$ cat src/rtl/matrix_stream_source.sv
// AXI4-Stream source: each frame is matrix A then B = 2*I, row-major, one 32-bit element per beat.
// Streams Num_Frames frames after a start delay, then parks in a sticky done state.
module matrix_stream_source #(
    parameter int          N           = 6,
    parameter int          Num_Frames  = 3,
    parameter logic [19:0] Start_Delay = 20'd20,
    parameter logic [7:0]  Gap_Cycles  = 8'd4
) (
    input  logic        clk,
    input  logic        reset,
    input  logic        enable,
    input  logic        input_r_TREADY_0,
    output logic        input_r_TVALID_0,
    output logic [31:0] input_r_TDATA_0,
    output logic        input_r_TLAST_0,
    output logic [3:0]  frame_count,
    output logic        done
);
    localparam int IDX_W = (N > 1) ? $clog2(N) : 1;
    localparam logic [IDX_W-1:0] IDX_MAX = IDX_W'(N - 1);

    typedef enum logic [2:0] {IDLE, DELAY, STREAM, GAP, DONE} state_t;

    state_t           state, state_next;
    logic [IDX_W-1:0] row, row_next;
    logic [IDX_W-1:0] col, col_next;
    logic             in_b, in_b_next;
    logic [3:0]       fc_next;
    logic [19:0]      dly_cnt, dly_next;
    logic [7:0]       gap_cnt, gap_next;
    logic             last_beat;
    logic             xfer;
    logic             last_next;
    logic [31:0]      data_next;

    // Beat position is tracked as (matrix select, row, col) instead of a flat index.
    always_comb begin
        state_next = state;
        row_next   = row;
        col_next   = col;
        in_b_next  = in_b;
        fc_next    = frame_count;
        dly_next   = dly_cnt;
        gap_next   = gap_cnt;
        last_beat  = in_b && (row == IDX_MAX) && (col == IDX_MAX);
        xfer       = input_r_TVALID_0 && input_r_TREADY_0;

        case (state)
            IDLE: begin
                if (enable) begin
                    row_next   = '0;
                    col_next   = '0;
                    in_b_next  = 1'b0;
                    dly_next   = '0;
                    state_next = (Start_Delay == 20'd0) ? STREAM : DELAY;
                end
            end
            DELAY: begin
                if (dly_cnt == Start_Delay - 20'd1) begin
                    state_next = STREAM;
                end else begin
                    dly_next = dly_cnt + 20'd1;
                end
            end
            STREAM: begin
                if (xfer) begin
                    if (last_beat) begin
                        fc_next   = frame_count + 4'd1;
                        row_next  = '0;
                        col_next  = '0;
                        in_b_next = 1'b0;
                        gap_next  = '0;
                        if (fc_next == 4'(Num_Frames)) begin
                            state_next = DONE;
                        end else if (Gap_Cycles != 8'd0) begin
                            state_next = GAP;
                        end
                    end else if (col == IDX_MAX) begin
                        col_next = '0;
                        if (row == IDX_MAX) begin
                            row_next  = '0;
                            in_b_next = 1'b1;
                        end else begin
                            row_next = row + 1'b1;
                        end
                    end else begin
                        col_next = col + 1'b1;
                    end
                end
            end
            GAP: begin
                if (gap_cnt == Gap_Cycles - 8'd1) begin
                    state_next = STREAM;
                end else begin
                    gap_next = gap_cnt + 8'd1;
                end
            end
            DONE: begin
                state_next = DONE;
            end
            default: begin
                state_next = IDLE;
            end
        endcase

        // Outputs are precomputed from the next position so they can be registered.
        if (in_b_next) begin
            data_next = (row_next == col_next) ? 32'd2 : 32'd0;
        end else begin
            data_next = 32'(row_next) + 32'(col_next) + 32'(fc_next) + 32'd1;
        end
        last_next = in_b_next && (row_next == IDX_MAX) && (col_next == IDX_MAX);
    end

    always_ff @(posedge clk or negedge reset) begin
        if (!reset) begin
            state            <= IDLE;
            row              <= '0;
            col              <= '0;
            in_b             <= 1'b0;
            frame_count      <= '0;
            dly_cnt          <= '0;
            gap_cnt          <= '0;
            input_r_TVALID_0 <= 1'b0;
            input_r_TDATA_0  <= '0;
            input_r_TLAST_0  <= 1'b0;
            done             <= 1'b0;
        end else begin
            state            <= state_next;
            row              <= row_next;
            col              <= col_next;
            in_b             <= in_b_next;
            frame_count      <= fc_next;
            dly_cnt          <= dly_next;
            gap_cnt          <= gap_next;
            input_r_TVALID_0 <= (state_next == STREAM);
            input_r_TDATA_0  <= (state_next == STREAM) ? data_next : 32'd0;
            input_r_TLAST_0  <= (state_next == STREAM) && last_next;
            done             <= (state_next == DONE);
        end
    end
endmodule

$ cat config.mk
export PLATFORM = sky130hd
export DESIGN_NAME = matrix_stream_source
export DESIGN_NICKNAME = d
export VERILOG_FILES = /design/src/rtl/matrix_stream_source.sv
export SDC_FILE = /design/constraint.sdc
export NUM_CORES = 1
export LEC_CHECK = 0
export CAP_MARGIN = 40
export CORE_MARGIN = 1
export CORE_UTILIZATION = 59
export DETAILED_ROUTE_END_ITERATION = 7
export PLACE_DENSITY = 0.92
export REMOVE_ABC_BUFFERS = 1
export SYNTH_ARGS = -nofsm -noshare
export SYNTH_HDL_FRONTEND = slang
export SYNTH_SLANG_ARGS = --single-unit
$ cat constraint.sdc
create_clock -name clk -period 6.6 [get_ports clk]
set_clock_uncertainty 0.2 [all_clocks]
set_input_delay 1.32 -clock clk [delete_from_list [all_inputs] [get_ports clk]]
set_output_delay 1.32 -clock clk [all_outputs]
set_load 0.02 [all_outputs]
== Yosys cells after proc, flatten, opt, wreduce, memory -nomap -nowiden ==
Index checks and enable logic that the tools add are counted.

* Word-level logic and storage cells: 86
* Output and inout port bits: 39
* Flip-flop bits (word level): 77
* Input bits: 4

* Add/subtract/negate cells: 8
* Reduce and logical (&&, ||, !) cells: 11
* Equal/unequal tests: 19
* Muxes and demuxes: 37

{| class="wikitable"
|+ Operator list
! operator !! number
|-
| 3-bit two-way mux || 15
|-
| 20-bit two-way mux || 2
|-
| 20-bit one-hot mux with 2 select lines || 1
|-
| 32-bit two-way mux || 1
|-
| 8-bit two-way mux || 3
|-
| 20-bit by 1-bit adder with 20-bit output, second input constant || 1
|-
| 20-bit by 5-bit == test with 1-bit output, second input constant || 1
|-
| 3-bit == test, second input constant || 6
|-
| 8-bit one-hot mux with 2 select lines || 1
|-
| 3-bit one-hot mux with 5 select lines || 1
|-
| 4-bit two-way mux || 3
|-
| 3-bit one-hot mux with 2 select lines || 2
|-
| 2-bit != test, second input constant || 5
|-
| 3-bit by 2-bit == test with 1-bit output, second input constant || 3
|-
| 8-bit by 1-bit adder with 8-bit output, second input constant || 1
|-
| 8-bit by 2-bit == test with 1-bit output, second input constant || 1
|-
| 3-bit by 1-bit adder with 3-bit output, second input constant || 2
|-
| 5-bit by 1-bit adder with 6-bit output, second input constant || 1
|-
| 1-bit logical AND || 6
|-
| 6-bit two-way mux || 1
|-
| 4-bit by 4-bit adder with 5-bit output || 1
|-
| 1-bit two-way mux || 5
|-
| 3-bit by 3-bit adder with 4-bit output || 1
|-
| 4-bit by 1-bit adder with 4-bit output, second input constant || 1
|-
| 9 further kinds || 10
|}

== Logic depth before layout (Yosys ltp) ==
* Depth after elaboration: 11
* Depth in mapped cells: 13

== Worst setup path after synthesis ==
No wires, ideal clock.

* Path type: input to register
* Start: input port input_r_TREADY_0
* End: register input_r_TDATA_0[4]
* Stages on the path: 13
* Path buffers: 1
* Data arrival time: 3.656 ns
* Path slack: 2.622 ns
* Path through: nand3_1 > nor2_1 > and4_1 > buf_1 > xnor2_1 > inv_1 > ha_1 > inv_1 > ha_1 > fa_1 > a21o_1 > a21oi_1 > nor3_1

* Elaborated cells between the ends (all ways): 17

{| class="wikitable"
|+ RTL lines
! item !! line !! RTL
|-
| from (decl) || 12 || <nowiki>input logic input_r_TREADY_0,</nowiki>
|-
| 1-bit logical AND || 46 || <nowiki>xfer = input_r_TVALID_0 && input_r_TREADY_0;</nowiki>
|-
| 4-bit two-way mux || 66 || <nowiki>if (xfer) begin</nowiki>
|-
| 4-bit two-way mux || 48 || <nowiki>case (state)</nowiki>
|-
| net fc_next[0] || 28 || <nowiki>logic [3:0] fc_next;</nowiki>
|-
| 4-bit by 4-bit adder with 5-bit output || 110 || <nowiki>data_next = 32'(row_next) + 32'(col_next) + 32'(fc_next) + 32'd1;</nowiki>
|-
| 5-bit by 1-bit adder with 6-bit output || 110 ||
|-
| 6-bit two-way mux || 107 || <nowiki>if (in_b_next) begin</nowiki>
|-
| 32-bit two-way mux || 137 || <nowiki>input_r_TDATA_0 <= (state_next == STREAM) ? data_next : 32'd0;</nowiki>
|-
| to (signal assigned) || 137 ||
|-
| to (decl) || 14 || <nowiki>output logic [31:0] input_r_TDATA_0,</nowiki>
|}

The timed path passes the listed nets, and every way through them passes these cells.
A chain may end at the register's enable or synchronous reset.

== Final worst setup path ==
* Start: input port input_r_TREADY_0
* End: register input_r_TDATA_0[3]

* Cells in the longest elaborated chain, start to end: 8
* Elaborated cells between the ends (all ways): 17

{| class="wikitable"
|+ Ends and longest elaborated chain
! item !! line
|-
| 1-bit logical AND (*) || 46
|-
| 3-bit two-way mux || 66
|-
| 3-bit one-hot mux with 2 select lines || 48
|-
| 3-bit by 3-bit adder with 4-bit output || 110
|-
| 4-bit by 4-bit adder with 5-bit output || 110
|-
| 5-bit by 1-bit adder with 6-bit output || 110
|-
| 6-bit two-way mux || 107
|-
| 32-bit two-way mux (*) || 137
|}

Every way passes the cells marked *; elsewhere a longest branch is shown, timed or not.

==> results.yml <==
floorplanning:
  die_h_um: 73.5
  die_area_mm2: 0.00541
  initial_utilization_pct: 62.7
  rows: 25
  fp.dieW_um: 73.5
  ios: 43
  core_mm2: 0.00482
synthesis:
  ys.flop_type: "dfrtp_1"
  synth_area_mm2: 0.00302
  synth.avg_cell_area_um2: 9.52
  yosysSeqAreaShare_pct: 41.4
  synth_enable_flop_cells: 0
  yosys_warnings: 0
  synth_seq_cells: 50
  syn_inst: 317
  synthArstFlopShare_pct: 100
  ys_types: 53
clock_tree:
  clock-sinks: 50
  cts_tree: "done"
  clk_latency_ns: 0.31
  root_buffer: "clkbuf_8"
  ctsHoldBuffers: 0
  post_cts_resize_count: 0
  post_cts_buffers: 0
  clk_pin_slew_worst_paths_ns: 0.09
  clockBufferDepth: 2
  numCtsBuffers: 5
  htree_num_levels: 2
critical_path:
  cp-startpoint: "input_r_TREADY_0"
  worstSetupEndpointType: "register"
  path_class: "in2reg"
  cp_data_arrival_time_ns: 4.41
  path_max_fanout: 13
  start_kind: "input pin"
  cp.required_ns: 6.59
  rr_startpoint: "state[0]$_DFF_PN0_"
global_routing:
  track_usage_pct: 22.7
  antenna_found_initial: 0
  grt_pass1_vias: 2084
  grt_pass1_wl_um: 9300
  grt_max_degree: 39
  overflow: 0
timing:
  setup_viol: 0
  worst_pin_slew_ns: 0.654
  fin_hold_ws_ns: 0.358
  finalHoldViolations: 0
  min_period_over_period_pct: 66.9
  fmax_mhz: 226
  finalMaxSlewViolations: 0
  relSlewSlack_pct: 56.3
  timing.final.crit_period_ns: 4.42
  setup_tns_ns: 0
  grt_setup_unrepaired: "false"
placed_design:
  gp_congestion: 0.892
  io_buffers: 15
  dpl_cell_area_mm2: 0.00315
  placed_cells: 392
  hpwl_um: 4090
cells_and_area:
  final_common_cell: "dfrtp_1"
  fin_area_mm2: 0.00326
  fill_cells: 385
  nets: 350
  diodes: 0
  drive_gt1_share_pct: 6.91
  synthToLayoutAreaGrowth_pct: 7.96
  most-common-layout-cells: "50 x dfrtp_1, 29 x nor2_1, 27 x conb_1"
  stdcell_count: 400
pwr:
  leakagePower_nw: 1.47
  p_per_area_mw_per_mm2: 294
  irDropWorstVdd_uv: 146
routing:
  vias_per_cell: 5.53
  num_vias: 2211
  drt-total-wl_um: 5520
  first_pass_iters: 4
  route.detailed.drc: 0
  drtIter0Drc: 129
  drtAntennaViolNets: 0
  wl_per_cell_um: 13.8
run:
  cap_violations: 0
min_path:
  hp-start: "gap_cnt[7]$_DFFE_PN0P_"
  hold_class: "reg2reg"
status:
  status: "completed"
[cell families (layout without fill, tap and decap cells)]
kind of cell             after synthesis  in the layout  synth area share [%]
flip-flops                            50             50                  41.4
other                                  1             27                 0.124
buffers and inverters                 56             46                  10.4
multiplexers                           2              2                 0.663
AO/OA/AOI/OAI                         43             43                  9.66
adder cells (fa/ha/maj)               14             14                  6.55
XOR/XNOR                              27             27                  7.83
AND/OR/NAND/NOR                      124            124                  23.4
[final cells by class]
| type | instances | area [µm²] | area share (%) |
|---|---|---|---|
| Clock buffer | 6 | 72.6 | 2.23 |
| Clock inverter | 2 | 37.5 | 1.15 |
| Timing Repair Buffer | 18 | 180 | 5.53 |
| Inverter | 20 | 75.1 | 2.30 |
| Sequential cell | 50 | 1250 | 38.4 |
| Tap cell | 67 | 83.8 | 2.57 |
| Multi-Input combinational cell | 237 | 1560 | 47.8 |
[critical path, stage by stage]
cell and delay [ns]:
clkdlybuf4s50_1 0.49, nand3_1 0.14, nor2_1 0.23, and4_1 0.53, nor2_1 0.08, a21o_1 0.19
fa_1 0.51, inv_1 0.07, ha_1 0.29, a21o_1 0.16, a21oi_1 0.18, xor2_1 0.16
nor3_1 0.06
[report_power, final]
group	switching, mW	internal (mW)	total [mW]	leakage, nW
clock	0.104	0.113	0.217	0.0514
combinational	0.177	0.122	0.299	0.773
sequential	0.0748	0.368	0.443	0.649
total	0.356	0.604	0.959	1.47
[path summary, 6_finish.rpt]
kind	to	slack (ns)	depth (start not counted)
worst max register to register	input_r_TDATA_0[3]$_DFF_PN0_	2.85	11
worst max-delay path	input_r_TDATA_0[3]$_DFF_PN0_	2.18	13
worst min-delay path	gap_cnt[7]$_DFFE_PN0P_	0.36	2
max in group asynchronous	dly_cnt[10]$_DFFE_PN0P_	5.00	2
worst min register to register	gap_cnt[7]$_DFFE_PN0P_	0.36	2
min in group asynchronous	input_r_TDATA_0[0]$_DFF_PN0_	0.69	1
[Yosys cell counts, drive strengths merged, types with 11 or more instances]
cell	number	area (µm²)
dfrtp	50	1250
buf	29	211
nor2	29	109
nand2	23	88.8
inv	20	75.1
xnor2	16	140
a21oi	12	60.1
nor3	12	60.1
ha	11	138
nand4	11	75.1
xor2	11	96.3
[through the flow]
step / power, mW / worst slack [ns] / util, %
after floorplan: 0.646 / 1.71 / -
after global placement: 0.723 / 2.02 / 65.0
after detailed placement: 0.742 / 1.90 / 65.4
after CTS: 0.960 / 2.20 / 67.7
after global routing: 1.02 / 2.00 / 67.7
final: 0.959 / 2.18 / 67.7
[layer usage]
metal	share of wire [%]	vias up	GRT usage, %
li1	-	1072	-
met1	45	1076	28.6
met2	50	53	39.1
met3	3.6	10	3.70
met4	1.7	0	8.55
met5	0	-	0
[flip-flops by register name, summed over array words and instances, names as in the netlist, 3 cells and up]
register,count
col,3
dly_cnt,20
frame_count,4
gap_cnt,8
input_r_TDATA_0,5
row,3
state,3
Note: power is estimated with default switching activity, not from simulation.
